**src/rtl/axis_rr_arbiter.sv**
```systemverilog
// Round-robin mux of NUM_SRC AXI-Stream sources onto one registered master port, MAX_BURST beats per grant;
// request to m_axis_tvalid takes 2 cycles, and stalls hold the output stable. `AXIS_ARB_TID_EN adds m_axis_tid.
module axis_rr_arbiter #(
  parameter int DATA_WIDTH = 8,
  parameter int NUM_SRC    = 4,
  parameter int MAX_BURST  = 4
) (
  input  logic                            clk,
  input  logic                            rst,
  input  logic [NUM_SRC*DATA_WIDTH-1:0]   s_axis_tdata,
  input  logic [NUM_SRC-1:0]              s_axis_tvalid,
  output logic [NUM_SRC-1:0]              s_axis_tready,
  output logic [DATA_WIDTH-1:0]           m_axis_tdata,
  output logic                            m_axis_tvalid,
  input  logic                            m_axis_tready,
  output logic [NUM_SRC-1:0]              grant
`ifdef AXIS_ARB_TID_EN
  ,
  output logic [$clog2(NUM_SRC)-1:0]      m_axis_tid
`endif
);

  localparam int IW = $clog2(NUM_SRC);
  localparam int CW = $clog2(MAX_BURST + 1);
  localparam logic [CW-1:0] BURST_LAST = CW'(MAX_BURST - 1);

  typedef enum logic {ST_IDLE, ST_GRANT} state_t;

  state_t                 state_q, state_d;
  logic [NUM_SRC-1:0]     grant_q, grant_d;
  logic [IW-1:0]          gidx_q, gidx_d;
  logic [IW-1:0]          last_q, last_d;
  logic [CW-1:0]          cnt_q, cnt_d;
  logic [DATA_WIDTH-1:0]  tdata_q, tdata_d;
  logic                   tvalid_q, tvalid_d;
`ifdef AXIS_ARB_TID_EN
  logic [IW-1:0]          tid_q, tid_d;
`endif

  logic [DATA_WIDTH-1:0]  lane [NUM_SRC];
  logic [IW:0]            cand;
  logic [IW-1:0]          cidx;
  logic [IW-1:0]          sel_idx;
  logic                   sel_vld;
  logic                   out_free;
  logic                   accept;

  for (genvar i = 0; i < NUM_SRC; i++) begin : g_lane
    assign lane[i] = s_axis_tdata[i*DATA_WIDTH +: DATA_WIDTH];
  end

  // Walk offsets from far to near so the source right after last_q has the final say.
  always_comb begin
    sel_vld = 1'b0;
    sel_idx = '0;
    cand    = '0;
    cidx    = '0;
    for (int i = NUM_SRC; i >= 1; i--) begin
      cand = {1'b0, last_q} + (IW+1)'(i);
      if (cand >= (IW+1)'(NUM_SRC)) cand = cand - (IW+1)'(NUM_SRC);
      cidx = cand[IW-1:0];
      if (s_axis_tvalid[cidx]) begin
        sel_vld = 1'b1;
        sel_idx = cidx;
      end
    end
  end

  assign out_free = !tvalid_q || m_axis_tready;
  assign accept   = (state_q == ST_GRANT) && s_axis_tvalid[gidx_q] && out_free;

  always_ff @(posedge clk or negedge rst) begin
    if (!rst) begin
      state_q <= ST_IDLE;
      grant_q <= '0;
      gidx_q  <= '0;
      last_q  <= IW'(NUM_SRC - 1);
      cnt_q   <= '0;
    end else begin
      state_q <= state_d;
      grant_q <= grant_d;
      gidx_q  <= gidx_d;
      last_q  <= last_d;
      cnt_q   <= cnt_d;
    end
  end

  always_comb begin
    state_d = state_q;
    grant_d = grant_q;
    gidx_d  = gidx_q;
    last_d  = last_q;
    cnt_d   = cnt_q;
    unique case (state_q)
      ST_IDLE: begin
        if (sel_vld) begin
          state_d = ST_GRANT;
          grant_d = NUM_SRC'(1) << sel_idx;
          gidx_d  = sel_idx;
          cnt_d   = '0;
        end
      end
      ST_GRANT: begin
        if (accept) cnt_d = cnt_q + 1'b1;
        // A stalled-but-valid source keeps its grant; only a dropped tvalid or a full burst releases it.
        if ((accept && cnt_q == BURST_LAST) || !s_axis_tvalid[gidx_q]) begin
          state_d = ST_IDLE;
          grant_d = '0;
          last_d  = gidx_q;
        end
      end
      default: state_d = ST_IDLE;
    endcase
  end

  always_comb begin
    s_axis_tready = '0;
    if (state_q == ST_GRANT && out_free) s_axis_tready = grant_q;
  end

  assign grant = grant_q;

  always_comb begin
    tdata_d  = tdata_q;
    tvalid_d = tvalid_q;
`ifdef AXIS_ARB_TID_EN
    tid_d    = tid_q;
`endif
    if (accept) begin
      tdata_d  = lane[gidx_q];
      tvalid_d = 1'b1;
`ifdef AXIS_ARB_TID_EN
      tid_d    = gidx_q;
`endif
    end else if (m_axis_tready) begin
      tvalid_d = 1'b0;
    end
  end

  always_ff @(posedge clk or negedge rst) begin
    if (!rst) begin
      tdata_q  <= '0;
      tvalid_q <= 1'b0;
`ifdef AXIS_ARB_TID_EN
      tid_q    <= '0;
`endif
    end else begin
      tdata_q  <= tdata_d;
      tvalid_q <= tvalid_d;
`ifdef AXIS_ARB_TID_EN
      tid_q    <= tid_d;
`endif
    end
  end

  assign m_axis_tdata  = tdata_q;
  assign m_axis_tvalid = tvalid_q;
`ifdef AXIS_ARB_TID_EN
  assign m_axis_tid    = tid_q;
`endif

endmodule

```
**config.mk**
```make
export PLATFORM = sky130hd
export DESIGN_NAME = axis_rr_arbiter
export DESIGN_NICKNAME = d
export VERILOG_FILES = /design/src/rtl/axis_rr_arbiter.sv
export SDC_FILE = /design/constraint.sdc
export NUM_CORES = 1
export LEC_CHECK = 0
export CORE_ASPECT_RATIO = 0.75
export CORE_MARGIN = 2
export CORE_UTILIZATION = 40
export CTS_BUF_LIST = sky130_fd_sc_hd__clkbuf_2
export DETAILED_ROUTE_END_ITERATION = 7
export PLACE_DENSITY = 0.79
export SLEW_MARGIN = 20
export SYNTH_ARGS = -nofsm -noshare
export SYNTH_HDL_FRONTEND = slang
export SYNTH_SLANG_ARGS = --single-unit
```
**constraint.sdc**
```tcl
create_clock -name clk -period 1.9 [get_ports clk]
set_input_delay 0.38 -clock clk [delete_from_list [all_inputs] [get_ports clk]]
set_output_delay 0.38 -clock clk [all_outputs]
set_load 0.005 [all_outputs]
```
* Word level (Yosys, flattened, before mapping)
Cells that the tools add are included.
** Word-level totals
- Register bits :: 21
- Output and inout port bits :: 17
- Logic and storage cells :: 83
- Input port bits :: 39
** Operators by class
- Magnitude comparators :: 10
- $add $sub $neg :: 9
- Reductions and logical operators :: 13
- Bitwise gates (word level) :: 2
- Shift-type cells :: 1
- Eq/ne operators :: 4
- Muxes and demuxes :: 37
** Operators by type and width (count)
- $bmux 8 s2 :: 1
- $mux 2 :: 8
- $mux 8 :: 2
- $ge 3x3->1 const B :: 5
- $lt 2x3->1 const B :: 5
- $mux 1 :: 13
- $mux 4 :: 3
- $bmux 1 s2 :: 5
- $pmux 4 s2 :: 1
- $reduce_and 2->1 :: 4
- $sub 2x1->2 const B :: 4
- $add 2x2->3 const B :: 2
- $mux 3 :: 2
- $pmux 3 s2 :: 1
- $logic_and 1x1->1 :: 4
- $ne 2x1->1 const B :: 2
- $shl 1x2->4 const A :: 1
- $add 2x1->3 const B :: 1
- $add 2x3->3 const B :: 1
- $add 3x1->3 const B :: 1
- $eq 3x2->1 const B :: 1
- $not 2->3 :: 1
- $logic_not 1->1 :: 2
- $logic_or 1x1->1 :: 2
- other kinds (4) :: 4

* Depth between registers and ports, before layout
Gate-level depths: netlist of the first run.
- Depth in word-level cells :: 12
- Gate-level depth with buffers :: 6
- Depth with buffers taken out :: 6

* Worst setup path before layout of the first run
OpenSTA, ideal clock, no wires.
- Path type :: register -> register
- From :: register gidx_q[0]
- To :: register tdata_q[4] (netlist: m_axis_tdata[4])
- Path buffers :: 1
- Library setup time :: 0.125 ns
- Clock period less this slack :: 1.586 ns
- Setup slack :: 0.314 ns
- Required time :: 1.775 ns
- Stages on the path, launching flop included :: 5
- Arrival :: 1.461 ns
- Cell sequence :: dfrtp_1 -> mux4_2 -> nand3_4 -> buf_6 -> mux2_4
** On the way
- Longest elaborated chain between the ends :: 4
- Elaborated cells between the ends (all ways) :: 8
- Classes of those cells :: mux (5); bitwise (1); reduce/logical (2)
** Ends and longest elaborated chain
- start, declared :: line 31 : logic [IW-1:0] gidx_q, gidx_d;
- start signal, assigned :: line 82 : gidx_q <= gidx_d;
- $not 2->3 (not written as such) / $bmux 1 s2 (equally long branches) :: line 130, 70
- $bmux 8 s2 / $mux 1 (equally long branches) :: line 130, 70
- $mux 8 (not written as such) / $logic_and 1x1->1 (equally long branches) (2 in a row) :: line 130, 70
- end signal, assigned :: line 148 : tdata_q <= tdata_d;
- end, declared :: line 34 : logic [DATA_WIDTH-1:0] tdata_q, tdata_d;
Parallel ways exist; a longest one is shown, timed or not. The select of a mux whose other input is x is not followed.
A chain may end at the register's enable or synchronous reset.

* Final worst setup path of the first run
- From :: input m_axis_tready
- To :: output s_axis_tready[0]
** On the way
- Longest elaborated chain between the ends :: 3
** Ends and longest elaborated chain
- start, declared :: line 15 : input logic m_axis_tready,
- $logic_or 1x1->1 :: line 69 : assign out_free = !tvalid_q || m_axis_tready;
- $logic_and 1x1->1 :: line 118 : if (state_q == ST_GRANT && out_free) s_axis_tready = grant_q;
- $mux 4 :: line 118
- end, declared :: line 12 : output logic [NUM_SRC-1:0] s_axis_tready,
Every way passes these cells.

==> results.sh, run 1 <==
export IMPL_antenna_cells=0
export IMPL_numCtsBuffers=3
export IMPL_synth_edf_count=0
export IMPL_max_cap_violations=0
export IMPL_fin_crit_ns=1.77
export IMPL_seq_area_frac_synth=0.440
export IMPL_crit_arrival_ns=1.39
export IMPL_ys_ff_latch=21
export IMPL_worstRegToRegCells=3
export IMPL_syn_to_final_growth_pct=56.1
export IMPL_std_cell_rows=17
export IMPL_holdBufCountCts=0
export IMPL_drive_gt1_frac=0.248
export IMPL_synth_compound_area_frac=0.118
export IMPL_dpl_cell_area_sq_um=1850
export IMPL_cts_resized=5
export IMPL_path_max_fanout=5
export IMPL_synth_xor_area_frac=0
export IMPL_synth_area_sq_um=1200
export IMPL_worst_pin_slew_ns=0.367
export IMPL_hold_viol_final=0
export IMPL_p_total_mw=2.49
export IMPL_pin_count=56
export IMPL_hold_class="input port to asynchronous set/reset pin"
export IMPL_synth_adder_area_share=0.0208
export IMPL_reg2reg_from="gidx_q[0]"
export IMPL_clk_pin_slew_worst_paths_ns=0.19
export IMPL_clock_fmax_mhz=564
export IMPL_slew_violations=0
export IMPL_drc=0
export IMPL_muxShareOfSynthArea=0.272
export IMPL_initial_core_util=0.415
export IMPL_cp_start_kind="input port"
export IMPL_required_ns=1.52
export IMPL_pwr_share_seq=0.345
export IMPL_power_density_nw_per_um2=1330
export IMPL_vdd_drop_max_mv=0.680
export IMPL_synth_fp_nets=137
export IMPL_grt_pass1_wl_microns=4730
export IMPL_endpoint_kind="output pin"
export IMPL_final_cell_area_sq_um=1880
export IMPL_via_count=1039
export IMPL_routed_wl_microns=2850
export IMPL_synthCells=96
export IMPL_reg2reg_to="m_axis_tdata[7]"
export IMPL_r2r_slack_ns=0.21
export IMPL_cts_setup_buffers=0
export IMPL_coreArea_sq_um=2890
export IMPL_p_sw_frac=0.343
export IMPL_p_sw_uw=855
export IMPL_dp_hpwl_microns=2270
export IMPL_p_clk_frac=0.075
export IMPL_synth_simple_area_share=0.104
export IMPL_yosys_most_used_dff="dfrtp_1"
export IMPL_p_leak_nw=0.811
export IMPL_cts_sinks=21
export IMPL_grt_max_degree=22
export IMPL_dp_cells=195
export IMPL_cts_buffer_depth=2
export IMPL_synth_distinct_cells=30
export IMPL_final_antenna_net_count=0
export IMPL_fin_skew_ns=0.00622
export IMPL_die_area_sq_um=3460
export IMPL_drt_iter0_drc=54
export IMPL_final_instance_count_excl_fill=199
export IMPL_synth_top_family_by_area="multiplexers"
export IMPL_timing_setup_tns_ns=0
export IMPL_port_buffers=55
export IMPL_slew_headroom=0.753
export IMPL_ctsHtreeMaxLevel=1
export IMPL_criticalPathCategory="input port to output pin"
export IMPL_final_core_util=0.648
export IMPL_p_int_mw=1.63
export IMPL_rsz0062_at_grt="false"
export IMPL_mostFrequentLayoutCells="clkdlybuf4s50_1, dfrtp_1, buf_4, mux4_2"
export IMPL_die_h_microns=51.5
export IMPL_yosysWarningCount=0
export IMPL_first_global_vias=1030
export IMPL_layout_commonest_cell="clkdlybuf4s50_1"
export IMPL_syn_avg_cell_area_sq_um=12.5
export IMPL_finalCritPeriodShare=0.934
export IMPL_nets=203
export IMPL_cts_tree="yes"
export IMPL_place_congestion=0.821
export IMPL_wl_per_cell_microns=14.3
export IMPL_outcome="finished, final reports clean"
export IMPL_cts_root_buf="clkbuf_2"
export IMPL_grt_usage=0.188
export IMPL_viasPerCell=5.22
export IMPL_globalRouteOverflowTotal=0
export IMPL_firstDrtPassIters=4
export IMPL_async_flop_share=1.00
export IMPL_comb_power_share=0.581
export IMPL_setup_violations=0
export IMPL_antenna_found_initial=0
export IMPL_die_w_microns=67.3
export IMPL_insertion_delay_ns=0.31
## routing by layer
layer	GRT usage	wire length (microns)	vias up	share of wire
met3	0.0595	201	2	0.071
met4	0.0442	19	0	0.0067
met2	0.322	1420	40	0.50
met5	0	0	-	0
li1	-	-	495	-
met1	0.232	1200	502	0.42
## power by group through the flow
| stage | logic [mW] | registers (mW) | clock network (mW) |
|---|---|---|---|
| floorplan | 0.880 | 0.826 | 0 |
| global placement | 1.43 | 0.854 | 0 |
| detailed placement | 1.48 | 0.863 | 0 |
| CTS | 1.47 | 0.858 | 0.193 |
| global route | 1.57 | 0.893 | 0.221 |
| finish | 1.44 | 0.858 | 0.186 |
## sequential cells by signal (all words and copies together) (netlist names)
name	flops
gidx_q	2
state_q	1
grant	4
last_q	2
m_axis_tvalid	1
cnt_q	3
m_axis_tdata	8
## cell usage after synthesis, types with 3 or more instances
cell	instances	area, sq um
and3_1	4	25.0
dfrtp_1	19	475
inv_1	7	26.3
mux2_2	7	78.8
mux2_4	3	45.0
mux4_2	9	203
nand2_1	7	26.3
nand2b_1	3	18.8
nand3_1	3	15.0
o21ai_0	5	25.0
## area by class of cell
class | instances | area (sq um)
Clock buffer | 4 | 20.0
Fill cell | 236 | 1020
Inverter | 7 | 26.3
Multi-Input combinational cell | 63 | 626
Sequential cell | 21 | 528
Tap cell | 38 | 47.5
Timing Repair Buffer | 66 | 628
## worst max-delay path by stage
stage	from	end	depth (start not counted)
floorplan	gidx_q[0]	m_axis_tdata[4]	4
global placement	s_axis_tvalid[3]	m_axis_tdata[2]	4
detailed placement	s_axis_tvalid[0]	m_axis_tdata[7]	4
CTS	m_axis_tready	s_axis_tready[0]	4
global route	state_q	s_axis_tready[0]	2
finish	m_axis_tready	s_axis_tready[0]	4
## per-stage QoR
step | hold WS (ns) | setup slack, ns
3_5_place_dp | 0.492 | -0.194
2_1_floorplan | 0.0844 | 0.314
5_1_grt | 0.334 | 0.0457
3_3_place_gp | 0.484 | -0.153
4_1_cts | 0.367 | 0.123
6_report | 0.373 | 0.126
## kinds of logic (layout without fill, tap and decap cells)
family | after synthesis | in the layout
adder cells (fa/ha/maj) | 2 | 2
flip-flops | 21 | 21
multiplexers | 19 | 19
AO/OA/AOI/OAI | 20 | 20
AND/OR/NAND/NOR | 22 | 22
buffers and inverters | 12 | 77
## worst max-delay path, stage by stage
cell and delay (ns):
clkdlybuf4s50_1 0.42, nand2b_4 0.16, and3_1 0.17, dlygate4sd2_1 0.26
(Power assumes the default switching activity.)
==> inputs of run 2 (changes only) <==
--- a/config.mk
+++ b/config.mk
@@ -11,6 +11,7 @@
 export CTS_BUF_LIST = sky130_fd_sc_hd__clkbuf_2
 export DETAILED_ROUTE_END_ITERATION = 7
 export PLACE_DENSITY = 0.79
+export SKIP_CTS_REPAIR_TIMING = 1
 export SLEW_MARGIN = 20
 export SYNTH_ARGS = -nofsm -noshare
 export SYNTH_HDL_FRONTEND = slang
==> run 2 against run 1 <==
  * Maximum frequency grew 2.5%
  * Clock skew grew 0.0017 ns
  * Global-route usage is the same
  * Routed wire length grew 0.63%
  * Utilization grew 0.56 points
  * Largest cell class unchanged
==> results.sh, run 2 (synthesis results as in run 1) <==
export IMPL_cp_start_kind="input port"
export IMPL_finalCritPeriodShare=0.911
export IMPL_hold_viol_final=0
export IMPL_die_h_microns=51.5
export IMPL_final_antenna_net_count=0
export IMPL_initial_core_util=0.415
export IMPL_largest_reg_flops=8
export IMPL_p_int_mw=1.65
export IMPL_insertion_delay_ns=0.31
export IMPL_slew_violations=0
export IMPL_dp_cells=195
export IMPL_cp_cell_sequence="clkdlybuf4s50_1 > mux4_2 > nand3_4 > mux2_2"
export IMPL_coreArea_sq_um=2890
export IMPL_die_area_sq_um=3460
export IMPL_viasPerCell=5.28
export IMPL_max_stage_delay_ns=0.55
export IMPL_p_sw_frac=0.342
export IMPL_hold_class="input port to asynchronous set/reset pin"
export IMPL_fin_skew_ns=0.00793
export IMPL_cts_buffer_depth=2
export IMPL_drive_gt1_frac=0.255
export IMPL_firstDrtPassIters=4
export IMPL_clk_pin_slew_worst_paths_ns=0.19
export IMPL_mostFrequentLayoutCells="clkdlybuf4s50_1, dfrtp_1, buf_4, mux4_2"
export IMPL_dpl_cell_area_sq_um=1850
export IMPL_timing_hold_ws_ns=0.370
export IMPL_globalRouteOverflowTotal=0
export IMPL_path_max_fanout=15
export IMPL_crit_arrival_ns=1.96
export IMPL_place_congestion=0.821
export IMPL_wl_per_cell_microns=14.4
export IMPL_comb_power_share=0.582
export IMPL_p_clk_frac=0.074
export IMPL_setup_violations=0
export IMPL_endpoint_kind="register"
export IMPL_drc=0
export IMPL_syn_to_final_growth_pct=57.5
export IMPL_cts_root_buf="clkbuf_2"
export IMPL_antenna_cells=0
export IMPL_cts_tree="yes"
export IMPL_cpLargestDelayFamily="multiplexers"
export IMPL_antenna_found_initial=0
export IMPL_dp_hpwl_microns=2270
export IMPL_power_density_nw_per_um2=1320
export IMPL_grt_max_degree=22
export IMPL_via_count=1051
export IMPL_layout_commonest_cell="clkdlybuf4s50_1"
export IMPL_std_cell_rows=17
export IMPL_ctsHtreeMaxLevel=1
export IMPL_p_sw_uw=857
export IMPL_max_cap_violations=0
export IMPL_pin_count=56
export IMPL_criticalPathCategory="input port to register"
export IMPL_final_cell_area_sq_um=1890
export IMPL_path_buf_inv=1
export IMPL_clock_fmax_mhz=578
export IMPL_fillers=232
export IMPL_drt_iter0_drc=47
export IMPL_die_w_microns=67.3
export IMPL_required_ns=2.13
export IMPL_final_instance_count_excl_fill=199
export IMPL_pre_cts_ws_ns=-0.194
export IMPL_outcome="finished, final reports clean"
export IMPL_port_buffers=55
export IMPL_routed_wl_microns=2860
export IMPL_worst_pin_slew_ns=0.368
export IMPL_grt_usage=0.188
export IMPL_first_global_vias=1030
export IMPL_slew_headroom=0.753
export IMPL_rsz0062_at_grt="false"
export IMPL_p_total_mw=2.50
export IMPL_pwr_share_seq=0.343
export IMPL_nets=203
export IMPL_layout_setup_ws_ns=0.169
export IMPL_grt_pass1_wl_microns=4730
export IMPL_crit_slowest_cell="mux4_2"
export IMPL_fin_crit_ns=1.73
export IMPL_vdd_drop_max_mv=0.683
export IMPL_p_leak_nw=0.862
export IMPL_numCtsBuffers=3
export IMPL_cts_sinks=21
==> run 2: layer usage <==
layer / track usage / routed length [microns] / up-vias
li1: - / - / 496
met1: 0.232 / 1180 / 509
met2: 0.322 / 1440 / 44
met3: 0.0595 / 224 / 2
met4: 0.0442 / 19 / 0
met5: 0 / 0 / -
==> run 2: final timing paths <==
kind / cells after the start / slack (ns) / end / from
worst max register to register: 3 / 0.22 / m_axis_tdata[7] / gidx_q[0]
max in group asynchronous: 2 / 1.25 / last_q[1] / rst
worst max-delay path: 4 / 0.17 / m_axis_tdata[7] / s_axis_tvalid[2]
worst min-delay path: 2 / 0.37 / grant[2] / rst
min in group clk: 2 / 0.53 / cnt_q[2] / cnt_q[2]
worst min register to register: 2 / 0.53 / cnt_q[2] / cnt_q[2]
==> run 2: power by group through the flow <==
| stage | clock network (mW) | logic [mW] | registers (mW) |
|---|---|---|---|
| after global routing | 0.221 | 1.58 | 0.896 |
| after floorplan | 0 | 0.880 | 0.826 |
| final | 0.186 | 1.46 | 0.860 |
| after CTS | 0.193 | 1.48 | 0.853 |
| after detailed placement | 0 | 1.48 | 0.863 |
| after global placement | 0 | 1.43 | 0.854 |
==> run 2: final cells by class <==
cell class              instances  area (sq um)  share of cell area
clock buffers                   4          20.0              0.0106
repair buffers                 66           643               0.340
flip-flops and latches         21           529               0.280
multi-input cells              63           626               0.331
inverters                       7          26.3              0.0139
well taps                      38          47.5              0.0251
==> run 2: stage by stage <==
stage | utilization | setup TNS, ns
detailed placement | 0.641 | -2.58
global route | 0.654 | 0
CTS | 0.647 | -0.690
floorplan | - | 0
global placement | 0.641 | -1.93
finish | 0.654 | 0
